**config.mk**
```make
export PLATFORM = sky130hd
export DESIGN_NAME = pipe_event_monitor
export DESIGN_NICKNAME = d
export VERILOG_FILES = /design/src/rtl/pipe_event_monitor.sv
export SDC_FILE = /design/constraint.sdc
export NUM_CORES = 1
export LEC_CHECK = 0
export CAP_MARGIN = 20
export CORE_MARGIN = 2
export CORE_UTILIZATION = 40
export CTS_BUF_LIST = sky130_fd_sc_hd__clkbuf_4
export CTS_CLUSTER_SIZE = 16
export DETAILED_ROUTE_END_ITERATION = 8
export GPL_ROUTABILITY_DRIVEN = 1
export PLACE_DENSITY = 0.63
export SYNTH_ARGS = -nofsm -noshare
export SYNTH_HDL_FRONTEND = slang
export SYNTH_SLANG_ARGS = --single-unit
export TNS_END_PERCENT = 5
```
**constraint.sdc**
```tcl
create_clock -name clk -period 5.01 [get_ports clk]
set_input_delay 0.501 -clock clk [delete_from_list [all_inputs] [get_ports clk]]
set_output_delay 0.501 -clock clk [all_outputs]
set_load 0.02 [all_outputs]
```
**src/rtl/pipe_event_monitor.sv**
```systemverilog
// pipe_event_monitor: pipeline event counters plus taken-branch trace FIFO.
//
// Ports:
//   clk, rstn          rising-edge clock, asynchronous active-low reset
//   en                 enables counting and trace pushes (pops always allowed)
//   clr                synchronous clear of all counters and the FIFO
//   stall, branch_taken, branch_target, forwardA, forwardB,
//   flush_IFID, flush_IDEX       pipeline status sampled every cycle
//   cnt_sel / cnt_data combinational counter read port
//                      0 cyc, 1 stall, 2 branch, 3 forward, 4 flush,
//                      5 FIFO occupancy, 6 dropped pushes, 7 zero
//   trace_valid, trace_data, trace_ready   valid/ready pop side of the FIFO
module pipe_event_monitor #(
    parameter int CNT_W      = 32,
    parameter int FIFO_DEPTH = 8,
    parameter int ADDR_W     = 32
) (
    input  logic              clk,
    input  logic              rstn,
    input  logic              en,
    input  logic              clr,
    input  logic              stall,
    input  logic              branch_taken,
    input  logic [ADDR_W-1:0] branch_target,
    input  logic [1:0]        forwardA,
    input  logic [1:0]        forwardB,
    input  logic              flush_IFID,
    input  logic              flush_IDEX,
    input  logic [2:0]        cnt_sel,
    output logic [CNT_W-1:0]  cnt_data,
    output logic              trace_valid,
    output logic [ADDR_W-1:0] trace_data,
    input  logic              trace_ready
);
    localparam int PW = $clog2(FIFO_DEPTH);

    logic [CNT_W-1:0]  cyc_cnt, stall_cnt, br_cnt, fwd_cnt, flush_cnt, drop_cnt;
    logic [PW-1:0]     wr_ptr, rd_ptr;
    logic [PW:0]       occ;
    logic [ADDR_W-1:0] mem [FIFO_DEPTH];
    logic              push_req, full, pop, push, drop;

    // A full FIFO still accepts a push when the head leaves in the same cycle.
    assign push_req = en & branch_taken;
    assign full     = occ == (PW+1)'(FIFO_DEPTH);
    assign pop      = trace_valid & trace_ready;
    assign push     = push_req & (~full | pop);
    assign drop     = push_req & full & ~pop;

    always_ff @(posedge clk or negedge rstn) begin
        if (!rstn) begin
            cyc_cnt   <= '0;
            stall_cnt <= '0;
            br_cnt    <= '0;
            fwd_cnt   <= '0;
            flush_cnt <= '0;
            drop_cnt  <= '0;
        end else if (clr) begin
            cyc_cnt   <= '0;
            stall_cnt <= '0;
            br_cnt    <= '0;
            fwd_cnt   <= '0;
            flush_cnt <= '0;
            drop_cnt  <= '0;
        end else begin
            cyc_cnt   <= cyc_cnt   + CNT_W'(en);
            stall_cnt <= stall_cnt + CNT_W'(en & stall);
            br_cnt    <= br_cnt    + CNT_W'(push_req);
            fwd_cnt   <= fwd_cnt   + CNT_W'(en & ((|forwardA) | (|forwardB)));
            flush_cnt <= flush_cnt + CNT_W'(en & (flush_IFID | flush_IDEX));
            drop_cnt  <= drop_cnt  + CNT_W'(drop);
        end
    end

    always_ff @(posedge clk or negedge rstn) begin
        if (!rstn) begin
            wr_ptr <= '0;
            rd_ptr <= '0;
            occ    <= '0;
        end else if (clr) begin
            wr_ptr <= '0;
            rd_ptr <= '0;
            occ    <= '0;
        end else begin
            wr_ptr <= wr_ptr + PW'(push);
            rd_ptr <= rd_ptr + PW'(pop);
            occ    <= occ + (PW+1)'(push) - (PW+1)'(pop);
        end
    end

    // Storage needs no reset: trace_data is masked to zero while empty.
    always_ff @(posedge clk) begin
        if (push && !clr)
            mem[wr_ptr] <= branch_target;
    end

    assign trace_valid = occ != '0;
    assign trace_data  = trace_valid ? mem[rd_ptr] : '0;

    always_comb begin
        cnt_data = '0;
        case (cnt_sel)
            3'd0:    cnt_data = cyc_cnt;
            3'd1:    cnt_data = stall_cnt;
            3'd2:    cnt_data = br_cnt;
            3'd3:    cnt_data = fwd_cnt;
            3'd4:    cnt_data = flush_cnt;
            3'd5:    cnt_data = CNT_W'(occ);
            3'd6:    cnt_data = drop_cnt;
            default: cnt_data = '0;
        endcase
    end
endmodule

```
* Word-level counts from Yosys, hierarchy flattened *
Memories as Yosys holds them, arrays and structs flattened.
Index checks and enable logic that the tools add are counted.

storage, ports and cells
  flip-flop bits (word level) = 202
  memory bits (writable) = 256
  input port bits = 48
  output and inout bits = 65
  logic and storage cells = 59
  memories = 1

cells by class
  add/sub/neg operators = 10
  equality and inequality tests = 7
  multiplexer cells = 13
  bitwise gates (word level) = 13
  reduce and logical (&&, ||, !) cells = 6

memories
  name  depth  width  rd ports  clocked after Yosys merged registers in  write ports  line  RTL
  mem   8      32     1         0                                        1            40    logic [ADDR_W-1:0] mem [FIFO_DEPTH];

operators by type and width
  kind                number
  $mux 32             7
  $pmux 32 s7         1
  $add 32x1->32       6
  $eq 3x3->1 const B  3
  $and 1x1->1         8
  $add 3x1->3         2
  $eq 3x2->1 const B  2
  $mux 3              2
  $add 4x1->4         1
  $eq 4x4->1 const B  1
  $mux 4              1
  $reduce_bool 4->1   1
  $reduce_or 2->1     2
  $sub 4x1->4         1
  $eq 3x1->1 const B  1
  $logic_not 3->1     1
  $or 1x1->1          3
  $mux 1              2
  $not 1->1           2
  $logic_and 1x1->1   1
  $logic_not 1->1     1

* Logic depth before layout (Yosys ltp) *
  depth in word-level cells = 7
  depth in mapped cells = 13
  mapped depth without buffers = 12

* Least setup slack after synthesis *
No wires, ideal clock.

  path type = reg2reg
  start point = register occ[2]
  end point = memory mem[6][0], enable pin
  library setup time = 501 ps
  data arrival time = 4036 ps
  data required time = 4509 ps
  slack = 473 ps
  stages on the path, launching flop included = 7
  buffers on the path = 0
  clock period less this slack = 4537 ps
  cell sequence = dfrtp_1 > inv_1 > ha_1 > nand2b_1 > nand3_1 > nand2_1 > nor4_1

between the ends
  longest elaborated chain between the ends = 7
  elaborated cells between the ends (all ways) = 9
  those cells by class = 1 x eq/ne; 2 x mux; 4 x bitwise; 2 x reduce/logical

ends and longest elaborated chain
  item                                             line    RTL
  from (decl)                                      39      logic [PW:0] occ;
  from (signal assigned)                           87      occ <= occ + (PW+1)'(push) - (PW+1)'(pop);
  $reduce_bool 4->1 or $eq 4x4->1 (tied branches)  97, 45
  $and 1x1->1 or $not 1->1 (tied branches)         46, 47
  $or 1x1->1 (*)                                   47      assign push = push_req & (~full | pop);
  $and 1x1->1 (*)                                  47
  $logic_and 1x1->1 (*)                            93      if (push && !clr)
  $mux 1 (*)                                       93
  $mux 1 (implied by the code) (*)                 94      mem[wr_ptr] <= branch_target;
  to (decl)                                        40

Every way passes the cells marked *; elsewhere a longest branch is shown, timed or not.

* Final worst setup path *
  start point = register rd_ptr[0]
  end point = output port trace_data[6]

between the ends
  longest elaborated chain between the ends = 2

ends and longest elaborated chain
  item                    line  RTL
  from (decl)             38    logic [PW-1:0] wr_ptr, rd_ptr;
  from (signal assigned)  86    rd_ptr <= rd_ptr + PW'(pop);
  $mem_v2 8x32            --
  $mux 32                 98    assign trace_data = trace_valid ? mem[rd_ptr] : '0;
  to (decl)               32    output logic [ADDR_W-1:0] trace_data,

No other way between the ends.

==> impl_metrics.ini <==
[run_status]
outcome = complete, no violations

[timing]
finalHoldViolCount = 0
tightestPinTransition_ns = 1.04
setup_viol = 0
rsz0062_at_grt = false
drv_slew = 0
skew_ns = 0.0637
setup_tns_ns = 0
fmax_ghz = 0.245
period_needed_ns = 4.07
maxSlewHeadroom_pct = 30.1
post-route-period-util_pct = 81.3

[global_route]
grt_max_degree = 107
grt-ovfl-total = 0
antenna_found_initial = 3
track_usage_pct = 18.9
grt_first_pass_wirelength_microns = 79000
grt_pass1_vias = 14227

[floorplan]
die_h_microns = 232
start_util_pct = 40.4
core_sq_um = 51300
die-area_sq_um = 53700
num_io_pins = 113
num_rows = 83
die_x_microns = 232

[setup_path]
path_cells = buf_12 > mux4_2 > mux2i_1 > nor2_1 > clkdlybuf4s50_1
endpoint_kind = primary output
path_class = reg2out
critPathTopFamily = flip-flops
arrival_ns = 3.57
path_buf_inv = 2
critPathMaxStageDelay_ns = 0.94
slowest_stage = dfrtp_4
startpoint_type = flip-flop
required_ns = 4.51
cp_max_fo = 38

[clocking]
cts_buffer_depth = 3
cts_root_buf = clkbuf_4
cts_max_level = 3
cts_hold_buf = 1
cts_resized = 0
insertion_delay_ns = 0.87
cts_setup_buffers = 0
clk_pin_slew_ns = 0.07
cts_buffers = 119
cts_tree = yes
clock-sinks = 458

[route]
first_pass_iters = 6
drc = 0
vias = 13903
ant_nets = 0
vias_per_cell = 5.45
wirelength_microns = 49800
drt_iter0_drc = 1212
post_drt_wl_per_cell_microns = 19.5

[pwr]
power_density_nw_per_um2 = 371
p_int_mw = 6.50
p_leak_nw = 8.67
pwr-share-comb_pct = 18.4
sequentialPowerShare_pct = 46.4
total_power_mw = 8.98
swShare_pct = 27.6
p_switching_mw = 2.48
vdd_drop_max_v = 0.000281
pwr-share-clk_pct = 35.3

[hold_path]
hold_path_class = in2reg

[cells_and_area]
area_growth_pct = 16.6
drive_gt1_share_pct = 16.1
fin_nets = 1855

[yosys]
synth-edff-count = 256
async_flop_share_pct = 44.1
syn_area_per_cell_sq_um = 12.9
yosysWarnings = 0
syn-num-nets = 1674
synthesis.area_sq_um = 20700
seq_area_frac_synth_pct = 61.4
synth-main-ff-cell = edfxtp_1
syn_inst = 1603
yosys.cell_types.count = 45
synth_seq_cells = 458

[place]
portBuffers = 112
finalWeightedCongestion = 0.879
hpwl_microns = 31600

[job]
maxCapViolations = 0
cell type report:
type | instances | area [sq um]
clock buffer | 169 | 1270
inverter | 28 | 105
multi-input combinational | 1037 | 7610
clock inverter | 34 | 210
timing repair buffer | 140 | 1380
tap | 680 | 851
sequential | 458 | 12700
fill | 4612 | 27100
antenna | 3 | 7.51
metrics by stage:
stage / worst slack, ns / area [sq um] / std cells / util (%) / hold WS (ns)
floorplan: 0.473 / 20700 / 1603 / - / 0.205
global placement: 1.32 / 22700 / 2341 / 44.2 / 0.540
detailed placement: 1.23 / 22700 / 2341 / 44.2 / 0.544
CTS: 0.747 / 24200 / 2545 / 47.1 / 0.0649
global route: 0.640 / 24200 / 2548 / 47.1 / 0.114
finish: 0.935 / 24200 / 2549 / 47.1 / 0.129
flip-flops by register name (all words and copies together) (netlist names):
register	flops
mem	256
br_cnt	32
cyc_cnt	32
drop_cnt	32
flush_cnt	32
fwd_cnt	32
stall_cnt	32
occ	4
rd_ptr	3
wr_ptr	3
power by group through the flow:
stage,combinational (mW),sequential (mW),clock [mW]
after floorplan,1.09,4.14,0
after global placement,1.66,4.25,0
after detailed placement,1.67,4.25,0
after CTS,1.68,4.17,3.29
after global routing,1.79,4.18,3.48
final,1.65,4.17,3.17
per-layer routing:
metal  GRT usage (%)  share of wire (%)
met5               0              0.020
met4            7.23                2.4
met3            5.14                7.4
met2            29.4                 47
met1            25.4                 43
cell usage after synthesis, types with 13 or more instances:
library cell,number,area share (%)
nand2_1,60,1.1
clkbuf_1,58,1.0
nor3_1,24,0.58
mux4_2,64,7.0
nor2_1,229,4.1
xor2_1,89,3.8
nor2b_1,22,0.66
edfxtp_1,256,37
a22oi_1,87,3.1
and3_1,16,0.48
mux2i_1,37,1.8
or3_1,21,0.63
buf_1,13,0.24
dfrtp_1,202,24
and4_1,17,0.72
nand3_1,102,2.5
a21oi_1,25,0.60
nor4_1,24,0.72
xnor2_1,75,3.2
ha_1,22,1.3
o21ai_0,21,0.51
nand4_1,55,1.7
inv_1,28,0.51
worst register-to-register path: cells and delay by family (launching register included):
kind                       cells  cell delay, ns
xor gates and xnor gates       1            0.17
adders and majority gates      2            0.35
buffers and inverters          1            0.12
DFF                            1            0.40
and+or+nand+nor                7            1.94
worst paths after layout:
check,startpoint,end,slack (ns),cells after the start
max,rd_ptr[0],trace_data[6],0.94,5
min,clr,rd_ptr[2],0.13,2
max reg2reg,occ[2],drop_cnt[31],1.92,11
min reg2reg,drop_cnt[31],drop_cnt[31],0.56,2
max in group asynchronous,rstn,br_cnt[8],3.57,3
min in group asynchronous,rstn,flush_cnt[2],0.31,2
layout by cell type, fill, tap and decap left out, types with 9 or more instances in the layout:
master	n
xnor2_1	75
nand2_1	60
and2_1	9
o21ai_0	21
nor4_1	23
a22oi_1	87
inv_1	28
dfrtp_1	199
a21oi_1	25
nor2_1	228
and3_1	16
xor2_1	89
clkinv_1	24
mux2i_1	37
mux4_2	64
nand4_1	55
and4_1	17
nand3_1	102
buf_4	24
nor3_1	22
clkdlybuf4s50_1	110
edfxtp_1	256
or3_1	21
nor2b_1	21
clkbuf_4	169
ha_1	22
kinds of logic after synthesis:
family / Yosys count / synth area share, %
AOI/OAI and AO/OA: 143 / 4.70
xor gates and xnor gates: 164 / 6.93
adders and majority gates: 23 / 1.42
buffers and inverters: 108 / 2.11
DFF: 458 / 61.4
muxes: 101 / 8.74
and+or+nand+nor: 606 / 14.7
No activity file was read; power rests on OpenSTA's default activity.
